<file path="src/rtl/btn_rst_ctrl.sv">
// Button synchroniser/debouncer plus SoC reset sequencer for zerosoc.
// Define BTN_RST_LONGPRESS_EN to allow a long press on btn_i[RstBtn] to issue a reset.
module btn_rst_lane #(
    parameter int DebounceCycles = 6000
) (
    input  logic clk_i,
    input  logic rst_ni,
    input  logic btn_i,
    output logic btn_o,
    output logic press_o,
    output logic release_o
);
    localparam int CntW = $clog2(DebounceCycles);
    localparam logic [CntW-1:0] CntMax = CntW'(DebounceCycles - 1);

    logic [1:0]      sync_q;
    logic [CntW-1:0] cnt_q;

    always_ff @(posedge clk_i or negedge rst_ni) begin
        if (!rst_ni) begin
            sync_q    <= '0;
            cnt_q     <= '0;
            btn_o     <= 1'b0;
            press_o   <= 1'b0;
            release_o <= 1'b0;
        end else begin
            sync_q    <= {sync_q[0], btn_i};
            press_o   <= 1'b0;
            release_o <= 1'b0;
            if (sync_q[1] == btn_o) begin
                cnt_q <= '0;
            end else if (cnt_q == CntMax) begin
                // pulse in the same cycle the debounced level flips
                cnt_q     <= '0;
                btn_o     <= sync_q[1];
                press_o   <= sync_q[1];
                release_o <= ~sync_q[1];
            end else begin
                cnt_q <= cnt_q + 1'b1;
            end
        end
    end
endmodule

module btn_rst_ctrl #(
    parameter int NumBtn          = 3,
    parameter int DebounceCycles  = 6000,
    parameter int LongPressCycles = 12_000_000,
    parameter int RstHoldCycles   = 16,
    parameter int RstBtn          = 0
) (
    input  logic              clk_i,
    input  logic              rst_ni,
    input  logic [NumBtn-1:0] btn_i,
    output logic [NumBtn-1:0] btn_o,
    output logic [NumBtn-1:0] press_o,
    output logic [NumBtn-1:0] release_o,
    output logic              soc_rst_no,
    output logic              rst_busy_o
);
    localparam int HoldW = (RstHoldCycles > 1) ? $clog2(RstHoldCycles) : 1;
    localparam logic [HoldW-1:0] HoldMax = HoldW'(RstHoldCycles - 1);

    if (DebounceCycles < 2 || RstHoldCycles < 1 || LongPressCycles < 1 ||
        RstBtn < 0 || RstBtn >= NumBtn) begin : g_bad_cfg
        $error("btn_rst_ctrl: illegal parameter combination");
    end

    for (genvar i = 0; i < NumBtn; i++) begin : g_lane
        btn_rst_lane #(.DebounceCycles(DebounceCycles)) u_lane (
            .clk_i    (clk_i),
            .rst_ni   (rst_ni),
            .btn_i    (btn_i[i]),
            .btn_o    (btn_o[i]),
            .press_o  (press_o[i]),
            .release_o(release_o[i])
        );
    end

`ifdef BTN_RST_LONGPRESS_EN
    typedef enum logic [1:0] {HOLD, IDLE, ARMED, WAIT_REL} state_e;

    localparam int LongW = (LongPressCycles > 1) ? $clog2(LongPressCycles) : 1;
    localparam logic [LongW-1:0] LongMax = LongW'(LongPressCycles - 1);

    logic             rst_lvl;
    logic [LongW-1:0] long_q, long_d;

    assign rst_lvl = btn_o[RstBtn];
`else
    typedef enum logic [1:0] {HOLD, IDLE} state_e;
`endif

    state_e           state_q, state_d;
    logic [HoldW-1:0] hold_q, hold_d;

    always_ff @(posedge clk_i or negedge rst_ni) begin
        if (!rst_ni) begin
            state_q    <= HOLD;
            hold_q     <= '0;
            soc_rst_no <= 1'b0;
            rst_busy_o <= 1'b1;
`ifdef BTN_RST_LONGPRESS_EN
            long_q     <= '0;
`endif
        end else begin
            state_q    <= state_d;
            hold_q     <= hold_d;
            soc_rst_no <= (state_d != HOLD);
            rst_busy_o <= (state_d == HOLD);
`ifdef BTN_RST_LONGPRESS_EN
            long_q     <= long_d;
`endif
        end
    end

    always_comb begin
        state_d = state_q;
        hold_d  = hold_q;
`ifdef BTN_RST_LONGPRESS_EN
        long_d  = long_q;
`endif
        case (state_q)
            HOLD: begin
                if (hold_q == HoldMax) begin
                    hold_d = '0;
`ifdef BTN_RST_LONGPRESS_EN
                    // still held after the reset: wait for release before re-arming
                    state_d = rst_lvl ? WAIT_REL : IDLE;
`else
                    state_d = IDLE;
`endif
                end else begin
                    hold_d = hold_q + 1'b1;
                end
            end
            IDLE: begin
`ifdef BTN_RST_LONGPRESS_EN
                long_d = '0;
                if (rst_lvl) state_d = ARMED;
`endif
            end
`ifdef BTN_RST_LONGPRESS_EN
            ARMED: begin
                // release has priority over the terminal count
                if (!rst_lvl) begin
                    state_d = IDLE;
                end else if (long_q == LongMax) begin
                    state_d = HOLD;
                    hold_d  = '0;
                end else begin
                    long_d = long_q + 1'b1;
                end
            end
            WAIT_REL: begin
                if (!rst_lvl) state_d = IDLE;
            end
`endif
            default: state_d = HOLD;
        endcase
    end
endmodule

</file>
<file path="config.mk">
export PLATFORM = sky130hd
export DESIGN_NAME = btn_rst_ctrl
export DESIGN_NICKNAME = d
export VERILOG_FILES = /design/src/rtl/btn_rst_ctrl.sv
export SDC_FILE = /design/constraint.sdc
export NUM_CORES = 1
export LEC_CHECK = 0
export CORE_MARGIN = 1
export CORE_UTILIZATION = 58
export DETAILED_ROUTE_END_ITERATION = 8
export HOLD_SLACK_MARGIN = 0.06
export PLACE_DENSITY = 0.8
export SLEW_MARGIN = 30
export SYNTH_ARGS = -nofsm -noshare
export SYNTH_HDL_FRONTEND = slang
export SYNTH_SLANG_ARGS = --single-unit
</file>
<file path="constraint.sdc">
create_clock -name clk_i -period 2.58 [get_ports clk_i]
set_input_delay 0.258 -clock clk_i [delete_from_list [all_inputs] [get_ports clk_i]]
set_output_delay 0.258 -clock clk_i [all_outputs]
set_load 0.005 [all_outputs]
</file>
# Word-level counts from Yosys, hierarchy flattened
# Index checks and enable logic that the tools add are counted.
classes:
  addsub: 4
  eq_ne: 8
  n_mux: 21
  bitwise_logic: 6
  n_reduce_logical: 6
op_table:
  columns: ["cell", "n"]
  rows:
  - ["$mux W13", 6]
  - ["$add A13 B1 Y13 const B", 3]
  - ["$eq A13 B13 Y1 const B", 3]
  - ["$mux W1", 12]
  - ["$not A1 Y1", 6]
  - ["$reduce_and A2 Y1", 3]
  - ["$add A4 B1 Y4 const B", 1]
  - ["$eq A4 B4 Y1 const B", 1]
  - ["$logic_not A2 Y1", 2]
  - ["$mux W4", 1]
  - ["$pmux W2 S2", 1]
  - ["$eq A1 B1 Y1", 3]
  - ["$eq A2 B1 Y1 const B", 1]
  - ["$mux W2", 1]
  - ["$reduce_bool A2 Y1", 1]
word_totals:
  reg_bits: 62
  in_bits: 5
  out_inout_bits: 11
  wordCells: 64

# Longest topological paths before layout
depth:
  depth_word: 4
  mapped_depth: 6

# Modules after synthesis
# A second synthesis with hierarchy kept.
hier_totals:
  cells_unflattened: 243
  area_unflattened_um2: 2702.6
by_module_without_submodules:
  columns: ["module", "instances", "cells_per_inst", "area_each_um2"]
  rows:
  - ["btn_rst_lane", 3, 72, 792.0]
  - ["btn_rst_ctrl", 1, 27, 326.6]

# Worst setup path after synthesis
# No wires, ideal clock.
synth_timing:
  kind: "register -> register"
  from: "register g_lane[1].u_lane.cnt_q[7]"
  to: "register g_lane[1].u_lane.btn_o"
  setup_ps: 125
  t_arrival_ps: 1738
  path_slack_ps: 717
  path_stages_with_launch: 4
  synth_period_minus_slack_ps: 1863
  path_cell_list: "dfrtp_1 or4b_1 or4_4 mux2_4"
synth_between:
  elab_chain_len: 2
synth_rtl:
  columns: ["element", "line", "text"]
  rows:
  - ["from (decl)", "17", "logic [CntW-1:0] cnt_q;"]
  - ["from (signal assigned)", "39", "cnt_q <= cnt_q + 1'b1;"]
  - ["$eq A13 B13 Y1", "32", "end else if (cnt_q == CntMax) begin"]
  - ["$reduce_and A2 Y1 (no line)", null, null]
  - ["to (signal assigned)", "35", "btn_o <= sync_q[1];"]
  - ["to (decl)", "9", "output logic btn_o,"]
# Every way passes these cells.
# A chain may end at the register's enable or synchronous reset.

# Worst setup path in the final report
layout_timing:
  from: "register g_lane[2].u_lane.cnt_q[4]"
  to: "register g_lane[2].u_lane.cnt_q[3]"
layout_between:
  elab_chain_len: 3
layout_rtl:
  columns: ["element", "line", "text"]
  rows:
  - ["from (decl)", "17", null]
  - ["from (signal assigned)", "39", null]
  - ["$eq A13 B13 Y1", "32", null]
  - ["$mux W13", "32", null]
  - ["$mux W13", "30", "if (sync_q[1] == btn_o) begin"]
# Every way passes these cells.

==> run_results.csv <==
group,metric,value,unit
run_status,status,"finished, final reports clean",
yosys,synth_edf_count,0,
sta,hold_viol_final,0,
setup_path,crit_path_start_kind,"flop",
flow_run,max-cap-violations,0,
yosys,yosys_most_used_dff,"dfrtp_1",
yosys,ys_types,25,
clocking,postCtsHoldBufs,0,
clocking,cts_buffer_depth,2,
clocking,root_buffer,"clkbuf_8",
yosys,ys_warn_count,0,
yosys,synthMuxAreaShare,2.498,%
sta,slew_violations,0,
power_and_ir_drop,pwr-share-seq,55.2,%
detailed_routing,drt_iter0_drc,52,
yosys,yosysTopAreaCell,"dfrtp_1",
global_route,grt_first_pass_wirelength,7265,um
power_and_ir_drop,p_leak,1.258,nW
sta,worst_pin_slew,0.7325,ns
clocking,cts-resized-gates,0,
setup_path,worst-path-max-fanout,12,
power_and_ir_drop,p_per_area,651.6,nW/um2
setup_path,r2r_cells,4,
detailed_routing,vias_per_cell,5.177,
power_and_ir_drop,power_frac_clock,37.3,%
yosys,synth_commonest_cells,"dfrtp_1 (61), nor2_1 (50), xnor2_1 (28)",
yosys,synthCells,245,
detailed_routing,drc_errors,0,
detailed_routing,wl,4053,um
die,start_util,61.28,%
sta,finalCriticalPeriod,2.042,ns
sta,min_period_over_period,79.14,%
die,die_x,70.30,um
placement,place_worst_setup_slack,0.5398,ns
power_and_ir_drop,internal_power,1.471,mW
sta,skew,0.006370,ns
clocking,clock_latency,0.33,ns
detailed_routing,vias,1641,
die,coreArea,4414,um2
yosys,async_reset_ff_share,100.0,%
global_route,grtUsageTotal,19.53,%
detailed_routing,drt_pass1_iterations,6,
setup_path,cp_data_arrival_time,2.24,ns
sta,fmax,489.7,MHz
global_route,grt_max_degree,63,
detailed_routing,detail_route.wl_per_cell,12.79,um
hold_path,min_path_type,"in2async",
finish,n_antenna_cell,0,
detailed_routing,ant_nets,0,
die,pin_count,16,
power_and_ir_drop,vdd_ir_drop_max,491.2,uV
yosys,synth_nets,254,
yosys,syn_area_per_cell,11.04,um2
setup_path,r2r-start,"g_lane[2].u_lane.cnt_q[4]",
finish,drive_above_1_share,11.70,%
sta,finalWorstSetupSlack,0.5381,ns
yosys,synth_most_common_cell,"dfrtp_1",
yosys,synth_top_family_by_area,"simple AND/OR/NAND/NOR gates",
clocking,cts_tree,"yes",
placement,gp_congestion,0.8003,
yosys,syn_area,2705,um2
yosys,synth_top_area_share,56.43,%
global_route,antenna_found_initial,0,
yosys,synth_area_leaders,"dfrtp_1 (56%), xnor2_1 (9.1%), nor2_1 (6.9%)",
die,dieArea,4941,um2
setup_path,critical_path_required,2.78,ns
sta,max-slew-margin-rel,51.17,%
yosys,synthAdderAreaFrac,1.850,%
die,rows,24,
yosys,synth_xor_area_share,11.98,%
setup_path,reg2reg_to,"g_lane[2].u_lane.cnt_q[3]",
clocking,path_clk_slew,0.07,ns
setup_path,r2r_slack,0.54,ns
sta,fin_setup_tns,0,ns
yosys,synth-compound-area-share,0.5550,%
power_and_ir_drop,swShare,24.65,%
finish,area_growth,10.78,%
global_route,grt_pass1_vias,1661,
yosys,ys_ff_latch,62,
power_and_ir_drop,p_comb_share,7.5,%
die,die_h,70.30,um
placement,portBuffers,15,
clocking,cts_buffers,9,
clocking,cts_setup_buffers,0,
global_route,grt_overflow,0,
clocking,cts-htree-levels,3,
power_and_ir_drop,p_sw,0.4812,mW
finish,fill_cells,330,
finish,nets,269,
setup_path,path_class,"reg2reg",
sta,setup_viol,0,
placement,dp_hpwl,2772,um
yosys,ys_seq_area_share,57.40,%
setup_path,crit_path_end_kind,"flop",
yosys,yosys.area_share.simple,20.44,%
sta,rsz0062_at_grt,"no",
clocking,clock-sinks,62,
-- cell type report --
class / count / area, um2 / share of cell area [%]
Tap cell: 52 / 65.06 / 2.171
Clock buffer: 10 / 137.6 / 4.593
Inverter: 10 / 37.54 / 1.253
Clock inverter: 6 / 37.54 / 1.253
Sequential cell: 62 / 1553 / 51.82
Timing Repair Buffer: 16 / 152.6 / 5.094
Multi-Input combinational cell: 161 / 1013 / 33.82
-- worst max-delay path, stage by stage (launching register included) --
cell	delay, ns
dfrtp_1	0.41
or4b_1	0.51
or4_4	0.56
nand2_1	0.32
nor2_1	0.10
-- power groups by stage --
stage | registers, mW | logic [mW] | clock network, mW
floorplan | 1.08 | 0.102 | 0
global route | 1.09 | 0.173 | 0.801
detailed placement | 1.10 | 0.152 | 0
finish | 1.08 | 0.146 | 0.728
global placement | 1.09 | 0.143 | 0
CTS | 1.08 | 0.151 | 0.756
-- metrics by stage --
stage / total power, mW / cells / area, um2 / utilization (%) / hold slack (ns)
after floorplan: 1.187 / 245 / 2705 / - / -0.03759
after global placement: 1.235 / 301 / 2821 / 63.92 / 0.3329
after detailed placement: 1.248 / 301 / 2821 / 63.92 / 0.3355
after CTS: 1.986 / 317 / 2997 / 67.89 / 0.09010
after global routing: 2.061 / 317 / 2997 / 67.89 / 0.1473
final: 1.953 / 317 / 2997 / 67.89 / 0.07064
-- cell usage in the layout, fill, tap and decap left out --
cell type,count
xnor2_1,28
nand2_2,2
nor2_1,50
buf_2,1
ha_1,4
dfstp_2,1
nor3_1,6
nand2_1,12
inv_1,10
and3_1,2
o21ai_0,2
clkbuf_8,10
or4b_1,3
dfrtp_1,61
or4_4,3
mux2_2,2
nand3_1,12
nor3b_1,6
mux2_4,3
clkinv_2,3
a21oi_1,1
and3_2,2
clkinvlp_4,3
clkdlybuf4s50_1,14
conb_1,1
nor4_1,9
nand4_1,4
buf_4,1
xor2_1,9
-- registers in the layout, summed over array words and instances (netlist names) --
signal                   flops
g_lane.u_lane.btn_o          3
g_lane.u_lane.cnt_q         39
g_lane.u_lane.press_o        3
g_lane.u_lane.release_o      3
g_lane.u_lane.sync_q         6
hold_q                       4
rst_busy_o                   1
soc_rst_no                   1
state_q                      2
-- kinds of logic after synthesis --
family                   Yosys count
XOR/XNOR                          37
AND/OR/NAND/NOR                  111
buffers and inverters             22
flip-flops                        62
AO/OA/AOI/OAI                      3
multiplexers                       5
adder cells (fa/ha/maj)            4
other                              1
-- how the worst max path moves through the flow --
stage	end	from	cells past startpoint
floorplan	g_lane[1].u_lane.btn_o	g_lane[1].u_lane.cnt_q[7]	3
global placement	g_lane[2].u_lane.cnt_q[2]	g_lane[2].u_lane.cnt_q[11]	4
detailed placement	g_lane[2].u_lane.cnt_q[3]	g_lane[2].u_lane.cnt_q[4]	4
CTS	g_lane[2].u_lane.cnt_q[3]	g_lane[2].u_lane.cnt_q[4]	4
global route	g_lane[2].u_lane.cnt_q[12]	g_lane[2].u_lane.cnt_q[11]	4
finish	g_lane[2].u_lane.cnt_q[3]	g_lane[2].u_lane.cnt_q[4]	4
-- per-layer routing --
metal / part of all wire (%) / GRT usage (%) / wire [um]
met1: 48 / 24.73 / 1934
met2: 48 / 29.95 / 1945
met3: 3.3 / 7.215 / 134
met4: 0.96 / 8.667 / 39
met5: 0 / 0 / 0
(Power assumes the default switching activity.)
